[src/rtl/mc_control_fsm.sv]
// Multicycle control FSM for the 16-bit TSC datapath: IF/ID/EX/MEM/WB sequencing,
// variable-latency memory handshake with timeout, sticky HALT, retired-instruction counter.
module mc_control_fsm #(
  parameter int OPCODE_W = 4,
  parameter int FUNCT_W  = 6,
  parameter int ALUOP_W  = 4,
  parameter int CNT_W    = 16,
  parameter int WAIT_MAX = 15
) (
  input  logic                clk,
  input  logic                reset_n,
  input  logic [OPCODE_W-1:0] opcode_i,
  input  logic [FUNCT_W-1:0]  funct_i,
  input  logic                mem_ready_i,
  output logic                pc_write_o,
  output logic                pc_write_cond_o,
  output logic                i_or_d_o,
  output logic                mem_read_o,
  output logic                mem_write_o,
  output logic                ir_write_o,
  output logic                reg_write_o,
  output logic [1:0]          mem_to_reg_o,
  output logic [1:0]          reg_dst_o,
  output logic [1:0]          alu_src_a_o,
  output logic [1:0]          alu_src_b_o,
  output logic [1:0]          pc_source_o,
  output logic [ALUOP_W-1:0]  alu_op_o,
  output logic                wwd_out_o,
  output logic                is_halted_o,
  output logic                mem_err_o,
  output logic [2:0]          state_o,
  output logic [CNT_W-1:0]    retired_o
);

  typedef enum logic [2:0] {
    S_IF    = 3'b000,
    S_ID    = 3'b001,
    S_EX    = 3'b010,
    S_WB    = 3'b011,
    S_HALT  = 3'b100,
    S_MEM   = 3'b110,
    S_RESET = 3'b111
  } state_e;

  localparam logic [OPCODE_W-1:0] OPC_BNE = OPCODE_W'(4'd0);
  localparam logic [OPCODE_W-1:0] OPC_BEQ = OPCODE_W'(4'd1);
  localparam logic [OPCODE_W-1:0] OPC_BGZ = OPCODE_W'(4'd2);
  localparam logic [OPCODE_W-1:0] OPC_BLZ = OPCODE_W'(4'd3);
  localparam logic [OPCODE_W-1:0] OPC_ADI = OPCODE_W'(4'd4);
  localparam logic [OPCODE_W-1:0] OPC_ORI = OPCODE_W'(4'd5);
  localparam logic [OPCODE_W-1:0] OPC_LHI = OPCODE_W'(4'd6);
  localparam logic [OPCODE_W-1:0] OPC_LWD = OPCODE_W'(4'd7);
  localparam logic [OPCODE_W-1:0] OPC_SWD = OPCODE_W'(4'd8);
  localparam logic [OPCODE_W-1:0] OPC_JMP = OPCODE_W'(4'd9);
  localparam logic [OPCODE_W-1:0] OPC_JAL = OPCODE_W'(4'd10);
  localparam logic [OPCODE_W-1:0] OPC_R   = OPCODE_W'(4'd15);

  localparam logic [FUNCT_W-1:0] FN_ADD = FUNCT_W'(6'd0);
  localparam logic [FUNCT_W-1:0] FN_SUB = FUNCT_W'(6'd1);
  localparam logic [FUNCT_W-1:0] FN_AND = FUNCT_W'(6'd2);
  localparam logic [FUNCT_W-1:0] FN_ORR = FUNCT_W'(6'd3);
  localparam logic [FUNCT_W-1:0] FN_NOT = FUNCT_W'(6'd4);
  localparam logic [FUNCT_W-1:0] FN_TCP = FUNCT_W'(6'd5);
  localparam logic [FUNCT_W-1:0] FN_SHL = FUNCT_W'(6'd6);
  localparam logic [FUNCT_W-1:0] FN_SHR = FUNCT_W'(6'd7);
  localparam logic [FUNCT_W-1:0] FN_JPR = FUNCT_W'(6'd25);
  localparam logic [FUNCT_W-1:0] FN_JRL = FUNCT_W'(6'd26);
  localparam logic [FUNCT_W-1:0] FN_WWD = FUNCT_W'(6'd28);
  localparam logic [FUNCT_W-1:0] FN_HLT = FUNCT_W'(6'd29);

  localparam logic [ALUOP_W-1:0] ALU_ADD = ALUOP_W'(4'd0);
  localparam logic [ALUOP_W-1:0] ALU_SUB = ALUOP_W'(4'd1);
  localparam logic [ALUOP_W-1:0] ALU_AND = ALUOP_W'(4'd2);
  localparam logic [ALUOP_W-1:0] ALU_ORR = ALUOP_W'(4'd3);
  localparam logic [ALUOP_W-1:0] ALU_NOT = ALUOP_W'(4'd4);
  localparam logic [ALUOP_W-1:0] ALU_TCP = ALUOP_W'(4'd5);
  localparam logic [ALUOP_W-1:0] ALU_LLS = ALUOP_W'(4'd6);
  localparam logic [ALUOP_W-1:0] ALU_ARS = ALUOP_W'(4'd7);
  localparam logic [ALUOP_W-1:0] ALU_BNE = ALUOP_W'(4'd8);
  localparam logic [ALUOP_W-1:0] ALU_BEQ = ALUOP_W'(4'd9);
  localparam logic [ALUOP_W-1:0] ALU_BGZ = ALUOP_W'(4'd10);
  localparam logic [ALUOP_W-1:0] ALU_BLZ = ALUOP_W'(4'd11);
  localparam logic [ALUOP_W-1:0] ALU_ID  = ALUOP_W'(4'd12);

  state_e             state_q, state_d;
  logic [7:0]         wait_cnt_q, wait_cnt_d;
  logic [CNT_W-1:0]   retired_q, retired_d;
  logic               mem_err_q, mem_err_d;
  logic               timeout_s;
  logic               retire_s;
  logic               wait_hit_s;

  assign wait_hit_s = (wait_cnt_q == 8'(WAIT_MAX));

  // Next-state and Moore strobe decode
  always_comb begin
    state_d         = state_q;
    timeout_s       = 1'b0;
    pc_write_o      = 1'b0;
    pc_write_cond_o = 1'b0;
    i_or_d_o        = 1'b0;
    mem_read_o      = 1'b0;
    mem_write_o     = 1'b0;
    ir_write_o      = 1'b0;
    reg_write_o     = 1'b0;
    wwd_out_o       = 1'b0;
    mem_to_reg_o    = 2'b00;
    reg_dst_o       = 2'b00;
    alu_src_a_o     = 2'b00;
    alu_src_b_o     = 2'b00;
    pc_source_o     = 2'b00;
    alu_op_o        = ALU_ADD;
    case (state_q)
      S_RESET: state_d = S_IF;
      S_IF: begin
        mem_read_o  = 1'b1;
        alu_src_b_o = 2'b01;
        ir_write_o  = mem_ready_i;
        pc_write_o  = mem_ready_i;
        if (mem_ready_i) begin
          state_d = S_ID;
        end else if (wait_hit_s) begin
          state_d   = S_HALT;
          timeout_s = 1'b1;
        end else begin
          state_d = S_IF;
        end
      end
      S_ID: begin
        alu_src_b_o = 2'b10;
        case (opcode_i)
          OPC_JMP: begin
            pc_write_o  = 1'b1;
            pc_source_o = 2'b01;
            state_d     = S_IF;
          end
          OPC_JAL: begin
            pc_write_o   = 1'b1;
            pc_source_o  = 2'b01;
            reg_write_o  = 1'b1;
            reg_dst_o    = 2'b10;
            mem_to_reg_o = 2'b10;
            state_d      = S_IF;
          end
          OPC_R: begin
            // funct 01xxxx are the control-type R instructions finished in ID
            if (funct_i[FUNCT_W-1 -: 2] == 2'b01) begin
              state_d = S_IF;
              case (funct_i)
                FN_JPR: begin
                  pc_write_o  = 1'b1;
                  pc_source_o = 2'b11;
                end
                FN_JRL: begin
                  pc_write_o   = 1'b1;
                  pc_source_o  = 2'b11;
                  reg_write_o  = 1'b1;
                  reg_dst_o    = 2'b10;
                  mem_to_reg_o = 2'b10;
                end
                FN_WWD:  wwd_out_o = 1'b1;
                FN_HLT:  state_d = S_HALT;
                default: state_d = S_IF;
              endcase
            end else begin
              state_d = S_EX;
            end
          end
          OPC_BNE, OPC_BEQ, OPC_BGZ, OPC_BLZ,
          OPC_ADI, OPC_ORI, OPC_LHI, OPC_LWD, OPC_SWD: state_d = S_EX;
          default: state_d = S_IF;
        endcase
      end
      S_EX: begin
        case (opcode_i)
          OPC_R: begin
            alu_src_a_o = 2'b01;
            state_d     = S_WB;
            case (funct_i)
              FN_ADD: alu_op_o = ALU_ADD;
              FN_SUB: alu_op_o = ALU_SUB;
              FN_AND: alu_op_o = ALU_AND;
              FN_ORR: alu_op_o = ALU_ORR;
              FN_NOT: alu_op_o = ALU_NOT;
              FN_TCP: alu_op_o = ALU_TCP;
              FN_SHL: alu_op_o = ALU_LLS;
              FN_SHR: alu_op_o = ALU_ARS;
              default: state_d = S_IF;
            endcase
          end
          OPC_ADI, OPC_ORI, OPC_LWD, OPC_SWD: begin
            alu_src_a_o = 2'b01;
            alu_src_b_o = 2'b10;
            alu_op_o    = (opcode_i == OPC_ORI) ? ALU_ORR : ALU_ADD;
            state_d     = ((opcode_i == OPC_LWD) || (opcode_i == OPC_SWD)) ? S_MEM : S_WB;
          end
          OPC_LHI: begin
            alu_src_a_o = 2'b10;
            alu_op_o    = ALU_ID;
            state_d     = S_WB;
          end
          OPC_BNE, OPC_BEQ, OPC_BGZ, OPC_BLZ: begin
            alu_src_a_o     = 2'b01;
            pc_source_o     = 2'b10;
            pc_write_cond_o = 1'b1;
            state_d         = S_IF;
            case (opcode_i)
              OPC_BNE: alu_op_o = ALU_BNE;
              OPC_BEQ: alu_op_o = ALU_BEQ;
              OPC_BGZ: alu_op_o = ALU_BGZ;
              default: alu_op_o = ALU_BLZ;
            endcase
          end
          default: state_d = S_IF;
        endcase
      end
      S_MEM: begin
        i_or_d_o = 1'b1;
        if (opcode_i == OPC_LWD) begin
          mem_read_o = 1'b1;
        end else if (opcode_i == OPC_SWD) begin
          mem_write_o = 1'b1;
        end else begin
          mem_read_o = 1'b0;
        end
        if (mem_ready_i) begin
          state_d = (opcode_i == OPC_LWD) ? S_WB : S_IF;
        end else if (wait_hit_s) begin
          state_d   = S_HALT;
          timeout_s = 1'b1;
        end else begin
          state_d = S_MEM;
        end
      end
      S_WB: begin
        reg_write_o  = 1'b1;
        reg_dst_o    = (opcode_i == OPC_R) ? 2'b01 : 2'b00;
        mem_to_reg_o = (opcode_i == OPC_LWD) ? 2'b01 : 2'b00;
        state_d      = S_IF;
      end
      S_HALT:  state_d = S_HALT;
      default: state_d = S_RESET;
    endcase
  end

  // Wait counter, retire counter and sticky error next values
  always_comb begin
    wait_cnt_d = 8'd0;
    retire_s   = 1'b0;
    if (((state_q == S_IF) || (state_q == S_MEM)) && !mem_ready_i && (state_d == state_q)) begin
      wait_cnt_d = wait_cnt_q + 8'd1;
    end else begin
      wait_cnt_d = 8'd0;
    end
    if ((state_d == S_IF) &&
        ((state_q == S_ID) || (state_q == S_EX) || (state_q == S_MEM) || (state_q == S_WB))) begin
      retire_s = 1'b1;
    end else if ((state_q == S_ID) && (state_d == S_HALT)) begin
      retire_s = 1'b1;
    end else begin
      retire_s = 1'b0;
    end
    if (retire_s && (retired_q != {CNT_W{1'b1}})) begin
      retired_d = retired_q + CNT_W'(1);
    end else begin
      retired_d = retired_q;
    end
    mem_err_d = mem_err_q | timeout_s;
  end

  // State and bookkeeping registers with synchronous active-low reset
  always_ff @(posedge clk) begin
    if (!reset_n) begin
      state_q    <= S_RESET;
      wait_cnt_q <= 8'd0;
      retired_q  <= {CNT_W{1'b0}};
      mem_err_q  <= 1'b0;
    end else begin
      state_q    <= state_d;
      wait_cnt_q <= wait_cnt_d;
      retired_q  <= retired_d;
      mem_err_q  <= mem_err_d;
    end
  end

  assign state_o     = state_q;
  assign is_halted_o = (state_q == S_HALT);
  assign mem_err_o   = mem_err_q;
  assign retired_o   = retired_q;

endmodule

[config.mk]
export PLATFORM = sky130hd
export DESIGN_NAME = mc_control_fsm
export DESIGN_NICKNAME = d
export VERILOG_FILES = /design/src/rtl/mc_control_fsm.sv
export SDC_FILE = /design/constraint.sdc
export NUM_CORES = 1
export LEC_CHECK = 0
export BUFFER_PORTS_ARGS = -buffer_cell sky130_fd_sc_hd__buf_4
export CELL_PAD_IN_SITES_DETAIL_PLACEMENT = 2
export CELL_PAD_IN_SITES_GLOBAL_PLACEMENT = 2
export CORE_MARGIN = 4
export CORE_UTILIZATION = 28
export DETAILED_ROUTE_END_ITERATION = 7
export HOLD_SLACK_MARGIN = 0.08
export PLACE_DENSITY = 0.84
export SLEW_MARGIN = 0
export SYNTH_ARGS = -nofsm -noshare
export SYNTH_HDL_FRONTEND = slang
export SYNTH_SLANG_ARGS = --single-unit
[constraint.sdc]
create_clock -name clk -period 2.7 [get_ports clk]
set_clock_uncertainty 0.15 [all_clocks]
set_input_delay 0.54 -clock clk [delete_from_list [all_inputs] [get_ports clk]]
set_output_delay 0.54 -clock clk [all_outputs]
set_load 0.01 [all_outputs]
After elaboration in Yosys (flattened, before gate mapping)
Cells that the tools add are included.
{ "totals": {"regBits": 28, "in_bits": 13, "out_inout_bits": 43, "elab_cells": 124} }
{ "classes": {"add_sub_neg": 2, "eq_ne": 33, "muxes": 59, "bitwise_logic": 1, "n_reduce_logical": 25} }
{ "op_table": {"columns": ["op", "n"], "rows": [
  ["== test 6 x 3 -> 1 bit, second input constant", 4],
  ["== test 6 x 5 -> 1 bit, second input constant", 4],
  ["case mux 2 bit (2 select lines)", 6],
  ["two-way mux 1 bit", 23],
  ["two-way mux 2 bit", 11],
  ["case mux 3 bit (7 select lines)", 1],
  ["two-way mux 3 bit", 6],
  ["case mux 3 bit (6 select lines)", 1],
  ["OR reduction 9 bit", 2],
  ["adder 16 x 1 -> 16 bit, second input constant", 1],
  ["== test 4 x 3 -> 1 bit, second input constant", 4],
  ["== test 4 bit, second input constant", 4],
  ["inequality test 16 bit, second input constant", 1],
  ["case mux 4 bit (4 select lines)", 1],
  ["== test 3 bit, second input constant", 4],
  ["== test 6 x 2 -> 1 bit, second input constant", 2],
  ["case mux 2 bit (3 select lines)", 2],
  ["case mux 1 bit (2 select lines)", 5],
  ["case mux 3 bit (3 select lines)", 1],
  ["adder 8 x 1 -> 8 bit, second input constant", 1],
  ["== test 4 x 2 -> 1 bit, second input constant", 2],
  ["== test 8 x 4 -> 1 bit, second input constant", 1],
  ["OR reduction 2 bit", 4],
  ["OR reduction 4 bit", 2],
  ["other kinds (17)", 27]
]} }

Longest topological paths before layout
Gate-level depths: netlist (run 1).
{ "logic_depth": {"ltp_word": 10, "mapped_depth": 9, "mapped_depth_nobuf": 7} }

Least setup slack after synthesis (run 1)
OpenSTA, ideal clock, no wires.
{ "synth_timing": {"kind": "input to output", "start": "in opcode_i[1]", "end": "out alu_op_o[2]", "arrival_ns": 1.715, "t_required_ns": 2.010, "setup_slack_ns": 0.295, "path_stages": 4, "path_buffers": 2, "path_cell_list": "buf_2 -> clkbuf_1 -> or4b_2 -> o31ai_1"} }
{ "synth_between": {"elab_chain_cells": 4, "word_cells_on_any_way": 14, "cone_classes": "eq/ne: 9; mux: 2; reduce/logical: 3"} }
{ "synth_rtl": {"columns": ["element", "line_no", "rtl"], "rows": [
  ["from (decl)", "12", "input logic [OPCODE_W-1:0] opcode_i,"],
  ["== test 4 x 2 -> 1 bit, or another cell as far along", "175", "case (opcode_i)"],
  ["OR reduction 4 bit, on equally long branches", null, null],
  ["case mux 4 bit (4 select lines) (*)", "175", null],
  ["two-way mux 4 bit (*)", "113", "case (state_q)"],
  ["to (decl)", "27", "output logic [ALUOP_W-1:0] alu_op_o,"]
]} }
Mark *: on every way between the ends. The rest lies on a longest branch, timed or not.

Worst setup path after layout (run 1)
{ "layout_timing": {"start": "reg state_q[0], in the netlist state_o[0]", "end": "out pc_write_o"} }
{ "layout_between": {"elab_chain_cells": 2, "word_cells_on_any_way": 3, "cone_classes": "eq/ne: 1; mux: 1; reduce/logical: 1"} }
{ "layout_rtl": {"columns": ["element", "line_no", "rtl"], "rows": [
  ["from (decl)", "85", "state_e state_q, state_d;"],
  ["from (signal assigned)", "279", "state_q <= state_d;"],
  ["== test 3 x 1 -> 1 bit or logical NOT 3 bit (tied branches)", "113", null],
  ["case mux 1 bit (2 select lines) (*)", "113", null],
  ["to (decl)", "15", "output logic pc_write_o,"]
]} }
Marked as above.

==> results.py, run 1 <==
metrics = {
    "worst_setup_path": {
        "critical_path_arrival_ps": 1870,
        "path_class": "reg -> out",
        "worst-path-buf-inv": 2,
        "startpoint_type": "flip-flop",
        "critical_path.slowest_cell": "dfxtp_2",
        "end_kind": "output pin",
        "cp_max_fo": 11,
        "path_cells": "buf_4, nor3b_2, nand4_1, nor2_1, nand2_1, nand2_1, or2_2, buf_4",
        "crit_family": "simple AND/OR/NAND/NOR gates",
        "cp.required_ps": 2010,
        "slowest_delay_ps": 380,
    },
    "sta": {
        "period_share": 0.947,
        "hold_violations": 0,
        "tns_ps": 0,
        "worst_hold_slack_ps": 301,
        "max_freq_mhz": 391,
        "tightest_slew_ps": 497,
        "final_max_slew_viol_count": 0,
        "finalSetupViolCount": 0,
        "min_period_ps": 2560,
        "rsz0062_at_grt": "no",
        "slew_headroom": 0.667,
    },
    "finish": {
        "mostFrequentLayoutCell": "buf_4",
        "fillers": 793,
        "nets": 313,
        "antenna_cells": 0,
        "final_cell_mix": "buf_4, dfxtp_1, nor2_1, nand3_1, a21oi_1",
        "drive_gt1_frac": 0.279,
        "areaGrowthSynthToFinish_pct": 30.3,
        "finalInstanceArea_um2": 2450,
    },
    "clock_network": {
        "clk_pin_slew_ps": 100,
        "clk_path_buf_depth": 2,
        "cts_root_buffer": "clkbuf_8",
        "clock_latency_ps": 280,
        "cts_setup_buffers": 0,
        "cts_tree": "yes",
        "cts_resized": 3,
        "htree_num_levels": 1,
        "cts_sinks": 28,
        "cts_buffers": 3,
        "postCtsHoldBufs": 0,
    },
    "global_route": {
        "grt_pass1_wl_um": 11100,
        "grtUsageTotal": 0.160,
        "gr-total-overflow": 0,
        "antenna_found_initial": 0,
        "grt_pass1_vias": 2123,
        "grt_start_max_net_pins": 33,
    },
    "synthesis": {
        "synth_edf_count": 0,
        "yosysWarnings": 0,
        "synth.cell_area_um2": 1880,
        "ys_types": 54,
        "postSynthAreaPerCell_um2": 7.66,
        "yosysTopAreaCell": "dfxtp_1",
        "yosysSeqAreaShare": 0.297,
        "ys.flop_type": "dfxtp_1",
        "async_flop_share": 0,
        "synth_top_area_frac": 0.297,
        "synth_seq_cells": 28,
        "syn-num-nets": 261,
        "syn_inst": 246,
        "synth_area_leaders": "dfxtp_1, nand3_1, a21oi_1",
    },
    "routing": {
        "drtIter0Drc": 115,
        "antenna_left": 0,
        "num_vias": 2093,
        "wire_per_inst_um": 17.6,
        "drc_errors": 0,
        "wl_um": 6600,
        "dr_wl_met3_um": 185,
        "vias_per_cell": 5.60,
        "first_pass_iters": 4,
        "drt-met1-wl_um": 3050,
        "highest_layer": "met4",
        "dr_wl_met2_um": 3340,
    },
    "power": {
        "p_per_area_nw_per_um2": 435,
        "ir_worst_vdd_v": 0.000241,
        "p_leak_nw": 1.01,
    },
    "placement": {
        "dpl_cell_area_um2": 2370,
        "globalplace.congestion": 0.789,
        "port_buffers": 55,
        "dp_hpwl_um": 4970,
    },
    "run_status": {
        "outcome": "finished, final reports clean",
    },
    "floorplanning": {
        "die_x_um": 90.0,
        "die_h_um": 90.0,
        "ios": 56,
        "fp-row-count": 29,
        "dieArea_um2": 8110,
        "core_area_um2": 6460,
        "initial_utilization": 0.292,
    },
    "hold_path": {
        "hold_class": "reg -> reg",
    },
    "flow_run": {
        "drv_cap": 0,
    },
}
-- sequential cells by signal, summed over array words and instances (netlist names) --
signal	flops
mem_err_o	1
retired_o	16
state_o	3
wait_cnt_q	8
-- routing by layer --
layer | vias up | GRT usage
li1 | 1014 | -
met1 | 1049 | 0.215
met2 | 28 | 0.278
met3 | 2 | 0.0250
met4 | 0 | 0.0191
met5 | - | 0
-- cells by family (layout without fill, tap and decap cells) --
family	Yosys count	in the layout	synth area share
AND/OR/NAND/NOR	117	117	0.351
AO/OA/AOI/OAI	61	61	0.218
buffers and inverters	30	81	0.0823
flip-flops	28	28	0.297
XOR/XNOR	8	8	0.0372
adder cells (fa/ha/maj)	2	2	0.0133
-- layout make-up --
| class | instances | area (um^2) | area share |
|---|---|---|---|
| clock inverters | 1 | 30.0 | 0.0122 |
| flip-flops and latches | 28 | 562 | 0.229 |
| inverters | 12 | 45.0 | 0.0183 |
| well taps | 77 | 96.3 | 0.0392 |
| clock buffers | 3 | 41.3 | 0.0168 |
| multi-input cells | 188 | 1180 | 0.481 |
| repair buffers | 65 | 500 | 0.204 |
-- stage by stage --
| step | power [mW] | setup slack (ps) | instances | utilization |
|---|---|---|---|---|
| final | 1.07 | 143 | 374 | 0.380 |
| after global routing | 1.13 | 16.3 | 374 | 0.380 |
| after CTS | 1.07 | 2.95 | 374 | 0.380 |
| after detailed placement | 0.735 | 126 | 370 | 0.367 |
| after global placement | 0.725 | 213 | 370 | 0.367 |
| after floorplan | 0.626 | 295 | 246 | - |
-- where the power goes --
part / switching, mW / internal [mW]
combinational: 0.180 / 0.117
clock: 0.137 / 0.199
sequential: 0.0107 / 0.424
-- synthesized netlist by cell type, types with 2 or more instances --
cell type / instances
nor4_1: 4
xor2_1: 5
buf_4: 5
and4_1: 3
nand3b_1: 2
nand3_1: 19
or4_1: 10
o221ai_1: 2
ha_1: 2
buf_2: 6
o31ai_1: 12
and3_1: 4
xnor2_1: 3
nor3_1: 5
a21oi_1: 18
nand2b_1: 3
nor2_1: 21
o21ai_0: 8
or3_1: 6
dfxtp_1: 28
clkbuf_1: 4
o21ai_1: 2
nand4_1: 5
o31a_1: 3
inv_1: 11
nand4b_1: 3
a31oi_1: 2
o21a_1: 4
and2_1: 2
nand2_1: 17
or2_2: 2
or3b_1: 2
buf_6: 2
-- worst reg2reg max path, cell delays in order, from the launching register on --
cell	delay (ps)
dfxtp_1	360
ha_1	180
and3_1	230
nand3_1	170
nand2_1	170
nand2_2	310
or4_1	640
a21oi_1	210
-- worst paths after layout --
| path | slack (ps) | startpoint | cells after the start | endpoint |
|---|---|---|---|---|
| min reg2reg | 300 | wait_cnt_q[0] | 1 | wait_cnt_q[0] |
| max reg2reg | 200 | wait_cnt_q[0] | 7 | retired_o[12] |
| max | 140 | state_o[0] | 8 | pc_write_o |
| min | 300 | wait_cnt_q[0] | 1 | wait_cnt_q[0] |
Note: power is estimated with default switching activity, not from simulation.
==> run 2, diff against run 1 <==
- CORE_UTILIZATION: 28 -> 25
- PLACE_DENSITY: 0.84 -> 0.77
==> run 2 against run 1 <==
Sequential power increased by 0.9%. Setup slack improved by 24 ps. Clock-buffer cell count unchanged. Worst hold slack improved by 19 ps. Register-to-register slack improved by 190 ps. Non-clock buffer count decreased by 1. Flip-flop and latch count unchanged. Via count decreased by 1.3%. Cell area increased by 1.5%. Cell count increased by 5.6%. Largest power group unchanged.
==> results.py, run 2 (same netlist as run 1, synthesis figures left out) <==
metrics = {
    "routing": {
        "num_vias": 2065,
        "drc_errors": 0,
        "vias_per_cell": 5.23,
        "drtIter0Drc": 97,
        "wl_um": 6360,
        "wire_per_inst_um": 16.1,
        "first_pass_iters": 6,
        "antenna_left": 0,
    },
    "global_route": {
        "gr-total-overflow": 0,
        "grtUsageTotal": 0.142,
        "grt_pass1_vias": 2116,
        "antenna_found_initial": 0,
        "grt_pass1_wl_um": 10400,
        "grt_start_max_net_pins": 33,
    },
    "worst_setup_path": {
        "end_kind": "output pin",
        "rr_worst_depth": 8,
        "critical_path.slowest_cell": "or4b_4",
        "crit_family": "simple AND/OR/NAND/NOR gates",
        "cp_max_fo": 7,
        "path_cells": "or3b_1, or4b_4, o31ai_1, buf_4",
        "reg2reg_setup_slack_ps": 390,
        "slowest_delay_ps": 520,
        "worst-path-buf-inv": 1,
        "reg2reg_from": "state_o[0]",
        "path_class": "reg -> out",
        "cp.required_ps": 2010,
        "rr_endpoint": "retired_o[12]",
        "critical_path_arrival_ps": 1840,
        "startpoint_type": "flip-flop",
    },
    "floorplanning": {
        "ios": 56,
        "die_x_um": 94.8,
        "fp-row-count": 31,
        "dieArea_um2": 8990,
        "core_area_um2": 7290,
        "die_h_um": 94.8,
        "initial_utilization": 0.258,
    },
    "sta": {
        "fin_ws_ps": 168,
        "final_max_slew_viol_count": 0,
        "rsz0062_at_grt": "no",
        "period_share": 0.938,
        "max_freq_mhz": 395,
        "slew_headroom": 0.639,
        "hold_violations": 0,
        "finalSetupViolCount": 0,
        "tightest_slew_ps": 542,
        "min_period_ps": 2530,
    },
    "placement": {
        "port_buffers": 55,
        "place_ws_ps": 170,
        "dp_hpwl_um": 4880,
        "globalplace.congestion": 0.735,
        "dpl.cell_count": 391,
    },
    "clock_network": {
        "clk_path_buf_depth": 2,
        "htree_num_levels": 1,
        "clk_pin_slew_ps": 100,
        "cts_buffers": 3,
        "cts_root_buffer": "clkbuf_8",
        "clock_latency_ps": 280,
        "cts_tree": "yes",
        "cts_sinks": 28,
    },
    "hold_path": {
        "hold_class": "reg -> reg",
        "min-delay-start": "wait_cnt_q[0]",
        "whs_path_depth": 1,
        "min_to": "wait_cnt_q[0]",
    },
    "finish": {
        "largest_reg_flops": 16,
        "final_cell_mix": "buf_4, dfxtp_1, nor2_1, nand3_1, a21oi_1",
        "stdcell_count": 395,
        "nets": 312,
        "antenna_cells": 0,
        "mostFrequentLayoutCell": "buf_4",
        "drive_gt1_frac": 0.274,
        "areaGrowthSynthToFinish_pct": 32.2,
        "fillers": 897,
    },
    "power": {
        "p_sw_mw": 0.331,
        "seq_power_share": 0.407,
        "p_total_mw": 1.08,
        "pwr-share-comb": 0.277,
        "p_clk_frac": 0.316,
        "p_per_area_nw_per_um2": 432,
        "p_leak_nw": 1.01,
        "swShare": 0.308,
        "ir_worst_vdd_v": 0.000219,
        "intPower_mw": 0.744,
    },
    "run_status": {
        "outcome": "finished, final reports clean",
    },
    "flow_run": {
        "drv_cap": 0,
    },
}
[run 2: worst max path at each step]
| stage | start | to | slack (ps) | depth (start not counted) |
|---|---|---|---|---|
| after floorplan | opcode_i[1] | alu_op_o[2] | 290 | 4 |
| after global placement | opcode_i[3] | alu_op_o[2] | 220 | 5 |
| after detailed placement | opcode_i[3] | alu_op_o[2] | 170 | 5 |
| after CTS | state_o[1] | pc_write_o | -3 | 8 |
| after global routing | state_o[1] | pc_write_o | 40 | 8 |
| final | state_o[2] | alu_op_o[2] | 170 | 4 |
[run 2: area by class of cell]
type,instances,area (um^2),share of cell area
multi-input combinational,188,1180,0.475
sequential,28,562,0.226
timing repair buffer,64,505,0.203
tap,99,124,0.0497
inverter,12,45.0,0.0181
clock buffer,3,41.3,0.0166
clock inverter,1,30.0,0.0121
[run 2: metal layers]
metal  up-vias  wire, um  track usage
met5         -         0            0
met4         0        33       0.0216
met3         2       157       0.0199
met2        27      3350        0.267
met1      1024      2820        0.174
li1       1012         -            -
[run 2: power by group through the flow]
stage	combinational, mW	clock, mW	sequential [mW]
3_5_place_dp	0.298	0	0.446
2_1_floorplan	0.178	0	0.448
3_3_place_gp	0.288	0	0.445
5_1_grt	0.330	0.365	0.440
4_1_cts	0.299	0.352	0.437
6_report	0.298	0.340	0.438
[run 2: through the flow]
step / TNS, ps / hold slack, ps / util / cell area (um^2)
6_report: 0 / 320 / 0.342 / 2490
5_1_grt: 0 / 351 / 0.342 / 2490
4_1_cts: -3.00 / 332 / 0.340 / 2480
3_5_place_dp: 0 / 314 / 0.330 / 2400
3_3_place_gp: 0 / 282 / 0.330 / 2400
2_1_floorplan: 0 / 268 / - / 1880
[run 2: timing repair]
item,in CTS,in global routing
hold buffers,0,0
endpoints found under the setup margin,3,7
resized for setup,2,2
buffers inserted,0,0
[run 2: worst register-to-register path, delay by kind of cell (launching register included)]
kind                   cells  cell delay (ps)
AOI/OAI and AO/OA          2              470
DFF                        1              400
and+or+nand+nor            3              790
buffers and inverters      3              460
